**config.mk**
```make
export PLATFORM = sky130hd
export DESIGN_NAME = next_pc_sequencer
export DESIGN_NICKNAME = d
export VERILOG_FILES = /design/src/rtl/next_pc_sequencer.sv
export SDC_FILE = /design/constraint.sdc
export NUM_CORES = 1
export LEC_CHECK = 0
export ABC_AREA = 1
export CAP_MARGIN = 20
export CORE_ASPECT_RATIO = 0.75
export CORE_MARGIN = 5
export CORE_UTILIZATION = 56
export DETAILED_ROUTE_END_ITERATION = 10
export GPL_TIMING_DRIVEN = 0
export HOLD_SLACK_MARGIN = 0.06
export MAX_ROUTING_LAYER = met4
export PLACE_DENSITY = 0.94
export SYNTH_ARGS = -nofsm -noshare
export SYNTH_HDL_FRONTEND = slang
export SYNTH_SLANG_ARGS = --single-unit
export TNS_END_PERCENT = 50
```
**constraint.sdc**
```tcl
create_clock -name clk -period 5 [get_ports clk]
set_clock_uncertainty 0.1 [all_clocks]
set_input_delay 1 -clock clk [delete_from_list [all_inputs] [get_ports clk]]
set_output_delay 1 -clock clk [all_outputs]
set_load 0.005 [all_outputs]
```
**src/rtl/next_pc_sequencer.sv**
```systemverilog
// ---------------------------------------------------------------------------
// next_pc_sequencer
//
// Fetch/execute sequencer for a single-issue MIPS-style core. Walks a
// three-state loop (IDLE -> FETCH -> EXEC -> FETCH ...), requests the
// instruction at PC, latches it into IR, then computes the following PC from
// the jr / jump / branch / sequential controls presented during EXEC.
//
// Ports
//   clk          single clock, rising edge
//   rst          asynchronous, active-high reset
//   Instruction  imem read data, taken only in FETCH with ImemReady=1
//   RsData       register rs value, the jr target
//   Branch       branch condition true       (EXEC, Stall=0 only)
//   Jump         j/jal decode                (EXEC, Stall=0 only)
//   JumpReg      jr decode                   (EXEC, Stall=0 only)
//   Stall        freeze the instruction in EXEC
//   ImemReady    imem has data for the requested PC
//   PC           current fetch/execute address (registered)
//   ImemReq      fetch request for PC (high in FETCH)
//   IR           latched instruction (registered)
//   InstrValid   IR holds the instruction at PC (high in EXEC)
//   AddrErr      single-cycle pulse when a jr target is not word aligned
// ---------------------------------------------------------------------------
module next_pc_sequencer #(
    parameter logic [31:0] RESET_PC = 32'h0000_0000
) (
    input  logic        clk,
    input  logic        rst,
    input  logic [31:0] Instruction,
    input  logic [31:0] RsData,
    input  logic        Branch,
    input  logic        Jump,
    input  logic        JumpReg,
    input  logic        Stall,
    input  logic        ImemReady,
    output logic [31:0] PC,
    output logic        ImemReq,
    output logic [31:0] IR,
    output logic        InstrValid,
    output logic        AddrErr
);

    typedef enum logic [1:0] {
        IDLE  = 2'd0,
        FETCH = 2'd1,
        EXEC  = 2'd2
    } state_t;

    state_t      state, state_nxt;
    logic        ir_load;
    logic        pc_load;

    logic [31:0] pc_seq;
    logic [31:0] br_off;
    logic [31:0] pc_br;
    logic [31:0] pc_j;
    logic [31:0] pc_jr;
    logic [31:0] pc_nxt;
    logic        jr_misaligned;

    // -----------------------------------------------------------------------
    // Candidate targets. All additions are 32-bit and wrap naturally.
    // -----------------------------------------------------------------------
    always_comb begin
        pc_seq        = PC + 32'd4;
        br_off        = {{14{IR[15]}}, IR[15:0], 2'b00};
        pc_br         = pc_seq + br_off;
        pc_j          = {PC[31:28], IR[25:0], 2'b00};
        // Low bits are forced to zero; misalignment is flagged, not trapped.
        pc_jr         = {RsData[31:2], 2'b00};
        jr_misaligned = |RsData[1:0];
    end

    // Priority: jr, then jump, then branch, then fall-through.
    always_comb begin
        pc_nxt = pc_seq;
        if (JumpReg)
            pc_nxt = pc_jr;
        else if (Jump)
            pc_nxt = pc_j;
        else if (Branch)
            pc_nxt = pc_br;
    end

    // -----------------------------------------------------------------------
    // FSM next-state and outputs. ImemReq/InstrValid/AddrErr decode straight
    // from state, so an asynchronous reset clears them without a clock.
    // -----------------------------------------------------------------------
    always_comb begin
        state_nxt  = state;
        ImemReq    = 1'b0;
        InstrValid = 1'b0;
        AddrErr    = 1'b0;
        ir_load    = 1'b0;
        pc_load    = 1'b0;
        case (state)
            IDLE: begin
                state_nxt = FETCH;
            end
            FETCH: begin
                ImemReq = 1'b1;
                if (ImemReady) begin
                    ir_load   = 1'b1;
                    state_nxt = EXEC;
                end
            end
            EXEC: begin
                InstrValid = 1'b1;
                if (!Stall) begin
                    pc_load   = 1'b1;
                    state_nxt = FETCH;
                    // Only the advancing cycle reports the bad jr target.
                    AddrErr   = JumpReg & jr_misaligned;
                end
            end
            default: begin
                state_nxt = IDLE;
            end
        endcase
    end

    always_ff @(posedge clk or posedge rst) begin
        if (rst)
            state <= IDLE;
        else
            state <= state_nxt;
    end

    always_ff @(posedge clk or posedge rst) begin
        if (rst) begin
            PC <= RESET_PC;
            IR <= 32'h0000_0000;
        end else begin
            if (ir_load)
                IR <= Instruction;
            if (pc_load)
                PC <= pc_nxt;
        end
    end

endmodule

```
==> flow_summary.yaml, run 1 <==
status:
  outcome: "finished, final reports clean"
clock_tree:
  clockRootBuffer: "clkbuf_16"
  clockBufferDepth: 2
  htreeDepth: 3
  post_cts_buffers: 0
  clkTransAtPathRegs_ns: 0.05
  post_cts_resized: 0
  insertion_delay_ns: 0.33
  cts_buffers: 9
  cts_tree: "done"
  cts.sinks: 64
  cts_hold_buf: 0
synthesis:
  syn_inst: 913
  ys_ff_latch: 64
  synth_edf_count: 0
  ys_types: 46
  yosys_most_used_dff: "dfrtp_1"
  async_flop_share_pct: 100
  avgSynthCellArea_um2: 6.79
  netlist_area_um2: 6200
  yosysWarnings: 0
  ys_seq_area_share_pct: 25.8
worst_setup_path:
  cp-end-kind: "primary output"
  startpoint_type: "input pin"
  critical_path.top_delay_family: "buffers and inverters"
  worst_path_most_repeated_cell: "clkdlybuf4s50_1"
  required_ns: 3.90
  crit_path_top_delay_cell: "clkdlybuf4s50_1"
  cp.arrival_ns: 2.94
  path_class: "input pin to primary output"
  r2r-start: "PC[3]"
  r2r_cells: 17
  r2r_slack_ns: 1.48
  path_cells: "clkdlybuf4s50_1 -> nor2_4 -> inv_2 -> clkbuf_1 -> nor2_1 -> clkdlybuf4s50_1"
  path_max_fanout: 10
  crit_start: "Stall"
  r2r_end: "PC[29]"
  max_stage_delay_ns: 0.52
  cp.buffers_inverters: 4
final_layout:
  layout-drive-gt1-share_pct: 9.40
  utilization_pct: 73.9
  area_growth_pct: 29.5
  nNetsFinal: 1168
  fin_cells: 1204
  antenna_cells: 0
floorplan:
  row_count: 33
  die_x_um: 131
  die_y_um: 101
  initial_utilization_pct: 57.1
  die-area_um2: 13300
  core_um2: 10900
  ios: 138
global_routing:
  antenna_found_initial: 0
  grt_pass1_vias: 6536
  grt_start_max_net_pins: 35
  grt_first_pass_wirelength_mm: 34.4
  overflow: 0
  grt_usage_pct: 33.3
timing:
  rsz0062_at_grt: "no"
  fmax_ghz: 0.247
  finalSetupTns_ns: 0
  fin_crit_sh_pct: 80.9
  finalCriticalPeriod_ns: 4.04
  finalHoldViolCount: 0
  setup_viol: 0
  worstMarginPinSlew_ns: 0.983
  timing.final.max_slew_violations: 0
  finalHoldWorstSlack_ns: 0.403
  relSlewSlack_pct: 34.5
power:
  powerDensity_nw_per_um2: 756
  p_leak_nw: 3.91
  ir_drop_mv: 0.544
routing:
  drt-total-wl_mm: 22.1
  wire_per_inst_um: 18.3
  initialDrtViolationCount: 798
  ant_nets: 0
  vias: 7014
  avgViaCountPerCell: 5.83
  drt_pass1_iterations: 6
  drt_drc_violations_left: 0
place:
  dp_hpwl_mm: 17.7
  gp_congestion: 0.999
  dp_cells: 1188
  portBuffers: 133
hold_path:
  hp-start: "IR[27]"
  hold_end: "IR[27]"
  hold_depth: 1
  hp-class: "register to register"
job:
  cap_violations: 0
worst max path at each step:
stage,endpoint,slack (ns),cells after the start
after floorplan,AddrErr,2.25,4
after global placement,AddrErr,1.05,6
after detailed placement,AddrErr,1.03,6
after CTS,AddrErr,1.0,6
after global routing,AddrErr,0.85,6
final,AddrErr,0.96,6
synthesized netlist by cell type, types with 5 or more instances:
cell | n | area share [%]
ha_1 | 37 | 7.5
or2_2 | 5 | 0.50
a21boi_1 | 10 | 1.2
buf_2 | 7 | 0.57
nand3_1 | 58 | 4.7
dfrtp_1 | 64 | 26
clkbuf_1 | 13 | 0.79
a21oi_1 | 57 | 4.6
nand4_1 | 14 | 1.4
inv_1 | 130 | 7.9
nand2_1 | 256 | 15
xor2_1 | 23 | 3.2
o21ai_0 | 22 | 1.8
mux2_2 | 31 | 5.6
nor2_1 | 75 | 4.5
a221oi_1 | 22 | 3.1
o211ai_1 | 5 | 0.61
nor2_2 | 9 | 0.91
o21bai_1 | 5 | 0.61
nand2_2 | 9 | 0.91
nor3_1 | 6 | 0.48
nor2_4 | 6 | 1.1
a22oi_1 | 5 | 0.61
layout make-up:
type,count,area [µm²]
inverter,133,499
sequential,64,1600
timing repair buffer,134,1350
clock inverter,5,56.3
fill,861,2830
tap,140,175
buffer,24,114
multi-input combinational,693,3990
clock buffer,11,243
worst register-to-register path, stage by stage, from the launching register on:
cell and delay, ns:
dfrtp_1 0.49, ha_1 0.25, nand3_1 0.13, inv_1 0.16, nand3_2 0.12, nor2_1 0.27
nand3_1 0.16, nand2_1 0.12, ha_1 0.29, a21oi_1 0.30, nor2_1 0.08, nor2_1 0.15
o21ai_0 0.19, a21oi_1 0.24, nand3_1 0.09, nand3_1 0.10, nand2_1 0.06, a21oi_1 0.14
kinds of logic (layout without fill, tap and decap cells):
logic type / count (synthesis) / in the layout / share of synthesized area [%]
compound gates: 146 / 146 / 15.1
xor+xnor: 27 / 27 / 3.81
fa+ha+maj: 38 / 38 / 7.79
buf+inv: 157 / 307 / 9.89
flops: 64 / 64 / 25.8
mux: 31 / 31 / 5.63
other cells: 1 / 2 / 0.0605
simple gates: 449 / 449 / 31.9
through the flow:
stage          area, µm²  setup slack (ns)  total power [mW]
5_1_grt             8030             0.853              6.57
4_1_cts             8030             0.997              5.98
6_report            8030             0.957              6.07
3_5_place_dp        7730              1.03              5.31
3_3_place_gp        7710              1.05              5.22
2_1_floorplan       6200              2.25              3.85
power by group:
| group | internal, mW | total (mW) | switching [mW] |
|---|---|---|---|
| clock | 0.399 | 0.640 | 0.241 |
| combinational | 1.78 | 4.24 | 2.46 |
| sequential | 0.778 | 1.19 | 0.407 |
| total | 2.96 | 6.07 | 3.11 |
per-layer routing:
layer | part of all wire, % | track usage, %
met5 | 0 | -
met4 | 4.0 | 12.0
met3 | 10 | 5.94
met2 | 43 | 50.7
met1 | 42 | 44.9
layout by cell type, fill, tap and decap left out, drive strengths merged, types with 15 or more instances in the layout:
cell type	instances
a221oi	22
a21oi	59
clkdlybuf4s50	133
inv	133
nand2	265
xor2	23
dfrtp	64
o21ai	26
nor2	91
nand3	61
clkbuf	24
a21boi	15
mux2	31
ha	37
sequential cells by signal, summed over array words and instances (netlist names):
register  flops
IR           32
PC           30
state         2
No activity file was read; power rests on OpenSTA's default activity.
==> run 2, diff against run 1 <==
- CORE_UTILIZATION: 56 -> 52
- PLACE_DENSITY: 0.94 -> 0.89
- clock period: 5 -> 3.74 ns (I/O delays scaled with it)
==> flow_summary.yaml, run 2 (synthesis results as in run 1) <==
worst_setup_path:
  path_class: "input pin to primary output"
  required_ns: 2.89
  worst_path_most_repeated_cell: "clkdlybuf4s50_1"
  crit_path_top_delay_cell: "clkdlybuf4s50_1"
  max_stage_delay_ns: 0.53
  startpoint_type: "input pin"
  cp-end-kind: "primary output"
  path_max_fanout: 10
  path_cells: "clkdlybuf4s50_1 -> nor2_4 -> inv_2 -> clkbuf_1 -> nor2_1 -> clkdlybuf4s50_1"
  cp.arrival_ns: 2.78
floorplan:
  die_y_um: 105
  initial_utilization_pct: 53.4
  core_um2: 11600
  ios: 138
  die_x_um: 136
  row_count: 34
  die-area_um2: 14200
final_layout:
  layout-drive-gt1-share_pct: 9.32
  utilization_pct: 69.3
  area_growth_pct: 29.9
  largest-register: "IR"
  largest_register_ff_count: 32
  mostFrequentLayoutCells: "nand2_1, clkdlybuf4s50_1, inv_1, nor2_1, dfrtp_1"
  nNetsFinal: 1168
  antenna_cells: 0
  fillers: 975
  final_common_cell: "nand2_1"
  reg.largest.list: "IR x32, PC x30, state x2"
clock_tree:
  post_cts_buffers: 0
  clockBufferDepth: 2
  post_cts_resized: 0
  clkTransAtPathRegs_ns: 0.05
  cts_tree: "done"
  cts_hold_buf: 0
  clockRootBuffer: "clkbuf_16"
  cts_buffers: 9
  htreeDepth: 3
  cts.sinks: 64
  insertion_delay_ns: 0.33
timing:
  timing.final.max_slew_violations: 0
  rsz0062_at_grt: "no"
  finalSetupTns_ns: 0
  fin_crit_sh_pct: 97.0
  finalHoldViolCount: 0
  fmax_ghz: 0.276
  relSlewSlack_pct: 33.2
  worstMarginPinSlew_ns: 1.00
  finalCriticalPeriod_ns: 3.63
  setup_slack_ns: 0.112
  finalHoldWorstSlack_ns: 0.386
  setup_viol: 0
place:
  portBuffers: 133
  gp_congestion: 1.01
  dp_hpwl_mm: 17.7
  pre_cts_slack_ns: 0.198
routing:
  drt-total-wl_mm: 22.5
  wl_met1_mm: 9.45
  wire_per_inst_um: 18.4
  avgViaCountPerCell: 5.76
  top_layer: "met4"
  route.met2.wl_mm: 9.72
  drt_drc_violations_left: 0
  drt_pass1_iterations: 6
  initialDrtViolationCount: 820
  dr_wl_met3_mm: 2.58
  ant_nets: 0
  vias: 7054
global_routing:
  grt_start_max_net_pins: 44
  overflow: 0
  grt_usage_pct: 31.8
  grt_first_pass_wirelength_mm: 34.4
  antenna_found_initial: 0
  grt_pass1_vias: 6464
power:
  p_total_mw: 8.15
  ir_drop_mv: 0.645
  p_leak_nw: 3.90
  powerDensity_nw_per_um2: 1010
status:
  outcome: "finished, final reports clean"
job:
  cap_violations: 0
hold_path:
  hp-class: "register to register"
run 2: path summary, 6_finish.rpt:
path                       startpoint  endpoint  slack [ns]  depth (start not counted)
setup / recovery                Stall   AddrErr        0.11                          6
hold / removal               state[1]  state[0]        0.39                          1
setup reg to reg                PC[3]    PC[29]        0.26                         18
hold reg to reg              state[1]  state[0]        0.39                          1
max in group asynchronous         rst    IR[24]        2.26                          3
min in group asynchronous         rst     PC[4]        0.67                          2
run 2: critical path: cells and delay by family:
family	cells	cell delay (ns)
buffers and inverters	4	1.50
and+or+nand+nor	2	0.52
run 2: through the flow:
step | cell area, µm² | std cells
finish | 8050 | 1224
global route | 8050 | 1224
CTS | 8050 | 1224
detailed placement | 7760 | 1210
global placement | 7740 | 1209
floorplan | 6200 | 914
run 2: report_power, final:
part | leakage (nW) | switching [mW] | internal, mW
clock network | 0.143 | 0.302 | 0.543
registers | 0.733 | 0.553 | 1.04
logic | 3.03 | 3.33 | 2.38
total | 3.90 | 4.18 | 3.96
run 2: layout make-up:
type                            instances  area (µm²)  share of cell area [%]
Sequential cell                        64        1600                    19.9
Tap cell                              162         203                    2.52
Clock inverter                          3        42.5                   0.528
Clock buffer                           11         253                    3.14
Buffer                                 24         114                    1.41
Multi-Input combinational cell        693        3990                    49.5
Inverter                              133         499                    6.20
Timing Repair Buffer                  134        1350                    16.8
run 2: per-layer routing:
| metal | GRT usage (%) | vias up |
|---|---|---|
| li1 | - | 3297 |
| met1 | 43.5 | 3230 |
| met2 | 47.3 | 459 |
| met5 | - | - |
| met3 | 6.68 | 68 |
| met4 | 9.64 | 0 |
